`src/rtl/wb_arb_queue.sv`:
```
// wb_arb_queue: round-robin writeback arbiter feeding an in-order queue that drains
// one entry per cycle to the regfile port, with forwarding lookup and retire counter.
module wb_arb_queue #(
  parameter int XLEN    = 64,
  parameter int NUM_SRC = 3,
  parameter int DEPTH   = 4
) (
  input  logic                       clk,
  input  logic                       rst,
  input  logic [NUM_SRC-1:0]         src_valid_i,
  output logic [NUM_SRC-1:0]         src_ready_o,
  input  logic [5*NUM_SRC-1:0]       src_waddr_i,
  input  logic [XLEN*NUM_SRC-1:0]    src_wdata_i,
  input  logic [NUM_SRC-1:0]         src_wen_i,
  input  logic [XLEN*NUM_SRC-1:0]    src_inst_addr_i,
  input  logic                       wb_stall_i,
  output logic [4:0]                 reg_waddr_o,
  output logic [XLEN-1:0]            reg_wdata_o,
  output logic                       reg_wen_o,
  output logic [XLEN-1:0]            inst_addr_o,
  output logic                       commit_o,
  output logic [63:0]                retire_cnt_o,
  input  logic [4:0]                 chk_raddr_i,
  output logic                       chk_hit_o,
  output logic [XLEN-1:0]            chk_data_o,
  output logic [$clog2(DEPTH):0]     q_count_o
);
  localparam int AW = $clog2(DEPTH);
  localparam int CW = AW + 1;
  localparam int PW = NUM_SRC > 1 ? $clog2(NUM_SRC) : 1;
  logic [4:0]      q_waddr [DEPTH];
  logic [XLEN-1:0] q_wdata [DEPTH];
  logic [XLEN-1:0] q_pc    [DEPTH];
  logic            q_wen   [DEPTH];
  logic [AW-1:0]   head, tail;
  logic [CW-1:0]   count;
  logic [PW-1:0]   rr_ptr;
  logic [NUM_SRC-1:0] grant;
  logic            found, full, push, pop;
  int              gidx;
  always_comb begin
    found = 1'b0;
    gidx  = 0;
    for (int k = 0; k < NUM_SRC; k++) begin
      if (!found && src_valid_i[(int'(rr_ptr) + k) % NUM_SRC]) begin
        found = 1'b1;
        gidx  = (int'(rr_ptr) + k) % NUM_SRC;
      end
    end
    grant = found ? NUM_SRC'(1) << gidx : '0;
  end
  // ready looks only at occupancy, never at the stall, so a pop cannot open a slot the same cycle
  assign full        = count == CW'(DEPTH);
  assign src_ready_o = full ? '0 : grant;
  assign push        = found && !full;
  assign pop         = count != '0 && !wb_stall_i;
  assign q_count_o   = count;
  always_ff @(posedge clk) begin
    if (push) begin
      q_waddr[tail] <= src_waddr_i[5*gidx +: 5];
      q_wdata[tail] <= src_wdata_i[XLEN*gidx +: XLEN];
      q_pc[tail]    <= src_inst_addr_i[XLEN*gidx +: XLEN];
      q_wen[tail]   <= src_wen_i[gidx];
    end
  end
  always_ff @(posedge clk or posedge rst) begin
    if (rst) begin
      head         <= '0;
      tail         <= '0;
      count        <= '0;
      rr_ptr       <= '0;
      reg_waddr_o  <= '0;
      reg_wdata_o  <= '0;
      reg_wen_o    <= 1'b0;
      inst_addr_o  <= '0;
      commit_o     <= 1'b0;
      retire_cnt_o <= '0;
    end else begin
      if (push) begin
        tail   <= tail + AW'(1);
        rr_ptr <= PW'((gidx + 1) % NUM_SRC);
      end
      count     <= count + CW'(push) - CW'(pop);
      commit_o  <= pop;
      reg_wen_o <= pop && q_wen[head] && q_waddr[head] != 5'd0;
      if (pop) begin
        head         <= head + AW'(1);
        reg_waddr_o  <= q_waddr[head];
        reg_wdata_o  <= q_wdata[head];
        inst_addr_o  <= q_pc[head];
        retire_cnt_o <= retire_cnt_o + 64'd1;
      end
    end
  end
  // scan oldest to youngest so the youngest match overwrites; output register is oldest of all
  always_comb begin
    chk_hit_o  = reg_wen_o && reg_waddr_o == chk_raddr_i;
    chk_data_o = chk_hit_o ? reg_wdata_o : '0;
    for (int i = 0; i < DEPTH; i++) begin
      if (CW'(i) < count && q_wen[head + AW'(i)] && q_waddr[head + AW'(i)] == chk_raddr_i) begin
        chk_hit_o  = 1'b1;
        chk_data_o = q_wdata[head + AW'(i)];
      end
    end
    if (chk_raddr_i == 5'd0) begin
      chk_hit_o  = 1'b0;
      chk_data_o = '0;
    end
  end
endmodule

```
`config.mk`:
```
export PLATFORM = sky130hd
export DESIGN_NAME = wb_arb_queue
export DESIGN_NICKNAME = d
export VERILOG_FILES = /design/src/rtl/wb_arb_queue.sv
export SDC_FILE = /design/constraint.sdc
export NUM_CORES = 2
export LEC_CHECK = 0
export ABC_AREA = 0
export BUFFER_PORTS_ARGS = -buffer_cell sky130_fd_sc_hd__buf_4
export CORE_AREA = 2 2 265 267
export CTS_CLUSTER_SIZE = 28
export DETAILED_ROUTE_END_ITERATION = 8
export DIE_AREA = 0 0 267 269
export GPL_ROUTABILITY_DRIVEN = 0
export HOLD_SLACK_MARGIN = 0.08
export PLACE_DENSITY = 0.8
export REMOVE_ABC_BUFFERS = 1
export SLEW_MARGIN = 20
export SYNTH_ARGS = -nofsm -noshare
export SYNTH_HDL_FRONTEND = slang
export SYNTH_SLANG_ARGS = --single-unit
```
`constraint.sdc`:
```
create_clock -name clk -period 13.3 [get_ports clk]
set_input_delay 0.665 -clock clk [delete_from_list [all_inputs] [get_ports clk]]
set_output_delay 0.665 -clock clk [all_outputs]
set_load 0.1 [all_outputs]
```
Word level (Yosys, flattened, before mapping)
Memory sizes are Yosys's and may differ from the RTL's. A register that Yosys moved wholly into a read port is not among the register bits.
Index checks and enable logic that the tools add are counted.
W data, S select, Z words.
Word-level totals
  register bits after elaboration: 144
  memory bits (writable): 536
  input bits: 413
  output and inout bits: 270
  logic and storage cells: 101
  memories kept: 4
Memory list
  q_pc: depth 4, bits a word 64, read ports 1, clocked after Yosys merged registers in 1, wr ports 1, line 33  | logic [XLEN-1:0] q_pc [DEPTH];
  q_wdata: depth 4, bits a word 64, read ports 4, clocked after Yosys merged registers in 0, wr ports 1, line 32  | logic [XLEN-1:0] q_wdata [DEPTH];
  q_waddr: depth 4, bits a word 5, read ports 4, clocked after Yosys merged registers in 0, wr ports 1, line 31  | logic [4:0] q_waddr [DEPTH];
  q_wen: depth 4, bits a word 1, read ports 4, clocked after Yosys merged registers in 0, wr ports 1, line 34  | logic q_wen [DEPTH];
Operators by class
  add/subtract/negate cells: 10
  $mul: 1
  divide/modulo/power cells: 4
  order comparisons: 8
  equality and inequality tests: 6
  shift-type cells: 4
  muxes and demuxes: 33
  reductions and logical operators: 22
Operators with widths (count)
  $mux W64: 6
  $shiftx A192 B32 Y64: 2
  $lt A32 B4 Y1 const B: 4
  $mod A32 B3 Y32 const B: 3
  $mux W32: 3
  $add A64 B1 Y64 const B: 1
  $add A32 B2 Y32 const B: 1
  $mod A3 B3 Y32 const B: 1
  $mul A4 B32 Y32 const A: 1
  $shiftx A15 B32 Y5: 1
  $shl A1 B32 Y3 const A: 1
  $eq A5 B5 Y1: 5
  $mux W1: 18
  $logic_and A1 B1 Y1: 15
  $bmux W1 S2: 4
  $lt A1 B3 Y1 const A: 2
  $lt A2 B3 Y1 const A: 2
  $mux W3: 2
  $logic_not A5 Y1: 1
  $reduce_bool A5 Y1: 1
  $add A2 B1 Y2 const B: 2
  $add A2 B2 Y2 const B: 2
  $logic_not A1 Y1: 4
  $add A2 B1 Y3 const B: 1
  5 further kinds: 5

Longest topological paths before layout
  depth in word-level cells: 14
  depth in mapped cells: 32
  gate-level depth less buffers: 25

Worst setup path after synthesis
No wires, ideal clock.
  path type: register -> register
  start: register rr_ptr[0]
  end: register rr_ptr[0]
  setup time: 0.092 ns
  arrival time: 6.805 ns
  data required time: 13.208 ns
  slack: 6.403 ns
  cell stages (with the launch flop): 33
  path buffers: 7
  period minus slack after synthesis: 6.897 ns
  cells stage by stage: dfrtp_1 > inv_1 > ha_1 > buf_2 > nand3b_1 > o21ai_1 > clkbuf_1 > nor2_1 > mux2i_1 > a2bb2oi_2 > buf_2 > buf_2 > buf_2 > ha_1 > clkbuf_1 > nand2_1 > or4_1 > a31o_1 > nor3_4 > or3_1 > a21oi_1 > or2_1 > buf_4 > ha_1 > nor4_2 > a21oi_1 > nand2b_1 > ha_1 > nand2b_1 > nor2_1 > mux2i_1 > o21a_1 > o31ai_2
Between the ends
  cells in the longest elaborated chain, start to end: 13
  elaborated cells between the ends (all ways): 27
  classes of those cells: add/sub (3); div (4); mux (15); reduce/logical (5)
RTL lines
  start, declared: line 37  | logic [PW-1:0] rr_ptr;
  start signal, assigned: line 81  | rr_ptr <= PW'((gidx + 1) % NUM_SRC);
  branches (longest 13 deep; another with $mod A32 B3 Y32)
Several ways; the timed one is not identified. The select of a mux whose other input is x is not followed.
A chain may end at the register's enable or synchronous reset.

Worst setup path in the final report
  start: register head[0]
  end: output chk_data_o[18]
Between the ends
  cells in the longest elaborated chain, start to end: 8
  elaborated cells between the ends (all ways): 23
  classes of those cells: add/sub (3); eq/ne (4); mux (5); reduce/logical (8); memory (3)
RTL lines
  start, declared: line 35  | logic [AW-1:0] head, tail;
  start signal, assigned: line 87  | head <= head + AW'(1);
  $add A2 B1 Y2 (tied with other cells): line 100, 102
  $mem_v2 Z4 W5 (tied with other cells)
  $eq A5 B5 Y1 or $logic_and A1 B1 Y1 (tied branches): line 100  | if (CW'(i) < count && q_wen[head + AW'(i)] && q_waddr[head + AW'(i)] == chk_raddr_i) begin
  $logic_and A1 B1 Y1 or $mux W64 (tied branches): line 100
  $mux W64 (2 in series): line 100
  $mux W64 (*): line 100
  $mux W64 (*): line 105  | if (chk_raddr_i == 5'd0) begin
  end, declared: line 25  | output logic [XLEN-1:0] chk_data_o,
Mark *: on every way between the ends. The rest lies on a longest branch, timed or not.

==> impl_metrics.env <==
export IMPL_status="finished clean"
export IMPL_cts_root_buf="clkbuf_16"
export IMPL_rr_startpoint="rr_ptr[1]"
export IMPL_ys_ff_latch=744
export IMPL_cts_resized_gates=0
export IMPL_holdBufCountCts=0
export IMPL_critPathCaptureType="output port"
export IMPL_synth_ff_type="edfxtp_1"
export IMPL_core_um2=69300
export IMPL_initial_core_util_pct=56.7
export IMPL_die_h_um=269
export IMPL_finish_net_count=4282
export IMPL_required_ns=12.64
export IMPL_grt_pass1_vias=29511
export IMPL_first_iter_violations=2293
export IMPL_syn2layout_area_growth_pct=21.4
export IMPL_io_pins=683
export IMPL_synthCells=3301
export IMPL_drive_gt1_share_pct=27.8
export IMPL_route_detailed_drc=0
export IMPL_avgSynthCellArea_um2=11.9
export IMPL_cts_sinks=744
export IMPL_finalSetupTns_ns=0
export IMPL_wl_per_cell_um=22.9
export IMPL_min_period_ns=7.60
export IMPL_insertion_delay_ns=0.65
export IMPL_netlist_area_leader_share_pct=40.9
export IMPL_finalCritPeriodShare_pct=57.1
export IMPL_critPathKind="register to output port"
export IMPL_syn_cell_area_um2=39300
export IMPL_rsz0062_at_grt="no"
export IMPL_cts_buffers=78
export IMPL_clockBufferDepth=3
export IMPL_final_util_pct=68.9
export IMPL_worst_pin_slew_ns=1.15
export IMPL_maxCapViolations=0
export IMPL_finalSetupViolCount=0
export IMPL_synth_warnings=0
export IMPL_synth_common_cells="536 x edfxtp_1, 412 x mux2i_1, 401 x nand2_1, 329 x a211oi_1, 296 x nor2_1"
export IMPL_drt_wl_total_um=111000
export IMPL_cts_tree="built"
export IMPL_dp_hpwl_um=71700
export IMPL_hp_class="input port to async pin"
export IMPL_synthTopCellsByArea="edfxtp_1 41%, dfrtp_1 13%, mux2i_1 10%"
export IMPL_relSlewSlack_pct=23.0
export IMPL_yosysMostFrequentCell="edfxtp_1"
export IMPL_finalHoldViolations=0
export IMPL_ys_async_sr_fraction_pct=28.0
export IMPL_overflow=0
export IMPL_num_vias=29697
export IMPL_antenna_found_initial=5
export IMPL_via_per_inst=6.13
export IMPL_htreeDepth=3
export IMPL_drtPass1Iterations=6
export IMPL_cts_setup_buffers=0
export IMPL_fin_worst_skew_ns=0.0497
export IMPL_drv_slew=0
export IMPL_grt_usage_pct=30.3
export IMPL_grt_pass1_wl_um=166000
export IMPL_ys_types=76
export IMPL_grt_start_max_net_pins=170
export IMPL_row_count=97
export IMPL_ys_seq_area_share_pct=54.2
export IMPL_fmax_ghz=0.132
export IMPL_clk_pin_slew_ns=0.06
export IMPL_die_w_um=267
export IMPL_synth_edff_count=536
export IMPL_portBuffers=682
export IMPL_timing_rr_end="rr_ptr[0]"
export IMPL_r2r_cells=25
export IMPL_arrival_ns=6.93
export IMPL_dieArea_um2=71800
export IMPL_antenna_left=0
export IMPL_start_kind="register"
export IMPL_cp_max_fo=152
export IMPL_r2r_setup_slack_ns=5.90
export IMPL_yosys_area_top_type="edfxtp_1"
## final cells by class
cell class | count | area, µm²
tap | 940 | 1180
fill | 4926 | 21600
sequential | 744 | 21300
clock buffer | 108 | 2190
multi-input combinational | 2260 | 16900
timing repair buffer | 723 | 5510
inverter | 32 | 129
antenna | 4 | 10.0
clock inverter | 37 | 450
## logic make-up after synthesis
group / after synthesis / share of synthesized area [%]
buf+inv: 297 / 2.94
compound gates: 679 / 11.9
flops: 744 / 54.2
xor+xnor: 98 / 2.18
mux: 629 / 19.1
simple gates: 824 / 8.71
fa+ha+maj: 30 / 0.993
## sequential cells by signal (all words and copies together) (netlist names)
name / flops
q_count_o: 3
rr_ptr: 2
q_pc: 256
q_wen: 4
head: 2
reg_wdata_o: 64
reg_waddr_o: 5
inst_addr_o: 64
tail: 2
q_wdata: 256
retire_cnt_o: 64
commit_o: 1
reg_wen_o: 1
q_waddr: 20
## critical path, cell delays in order (launching register included)
cell      delay (ns)
dfrtp_4         1.03
buf_12          0.67
mux4_2          0.61
xnor2_1         0.16
nand4_1         0.13
nor4_2          0.27
buf_4           0.60
buf_4           0.85
a311oi_1        0.10
a211oi_1        0.27
a21oi_1         0.08
a211oi_1        0.96
buf_4           0.44
## how the worst max path moves through the flow
| stage | cells after the start | from | slack [ns] | end |
|---|---|---|---|---|
| 2_1_floorplan | 8 | head[0] | -10.89 | chk_data_o[0] |
| 6_report | 12 | head[0] | 5.70 | chk_data_o[18] |
| 3_5_place_dp | 25 | rr_ptr[1] | 6.14 | rr_ptr[0] |
| 4_1_cts | 12 | head[0] | 5.70 | chk_data_o[18] |
| 5_1_grt | 12 | head[0] | 5.33 | chk_data_o[18] |
| 3_3_place_gp | 25 | rr_ptr[1] | 6.32 | rr_ptr[0] |
## metal layers
metal | vias up | track usage [%] | wire [µm]
met5 | - | 0 | 23
met4 | 4 | 14.3 | 4770
met3 | 262 | 6.60 | 8860
met2 | 1299 | 53.1 | 56200
met1 | 14578 | 35.6 | 41200
li1 | 13554 | - | -
## placed cells by master, fill, tap and decap left out, drive strengths merged, types with 4 or more instances in the layout
cell / Yosys / final
ha: 28 / 28
or4: 4 / 4
a21o: 6 / 6
mux2i: 413 / 413
buf: 46 / 723
diode: 0 / 4
nor4: 9 / 9
o21a: 4 / 4
dfrtp: 208 / 208
and4: 5 / 5
edfxtp: 536 / 536
a21oi: 92 / 92
clkbuf: 219 / 108
nand2: 401 / 401
inv: 31 / 32
mux2: 133 / 133
a211oi: 330 / 330
nor2: 296 / 296
nor3: 13 / 13
o31ai: 4 / 4
nand2b: 4 / 4
nand4: 13 / 13
a311oi: 66 / 66
mux4: 83 / 83
xor2: 24 / 24
nor2b: 7 / 7
and2: 10 / 10
clkinv: 1 / 30
or2: 5 / 5
o21ai: 146 / 146
xnor2: 74 / 74
and3: 17 / 17
nand3b: 4 / 4
bufinv: 0 / 6
nand3: 28 / 28
## stage by stage
| stage | cells | setup WS [ns] | area, µm² | hold slack (ns) |
|---|---|---|---|---|
| 2_1_floorplan | 3036 | -10.89 | 38300 | 0.561 |
| 3_3_place_gp | 4697 | 6.32 | 45000 | 0.461 |
| 3_5_place_dp | 4697 | 6.14 | 45000 | 0.464 |
| 4_1_cts | 4842 | 5.70 | 47600 | 0.227 |
| 5_1_grt | 4846 | 5.33 | 47700 | 0.273 |
| 6_report | 4848 | 5.70 | 47700 | 0.210 |
Power is left out: the tool's default activity adds up to more than one toggle a clock period on the data nets, which glitch-free logic cannot reach.
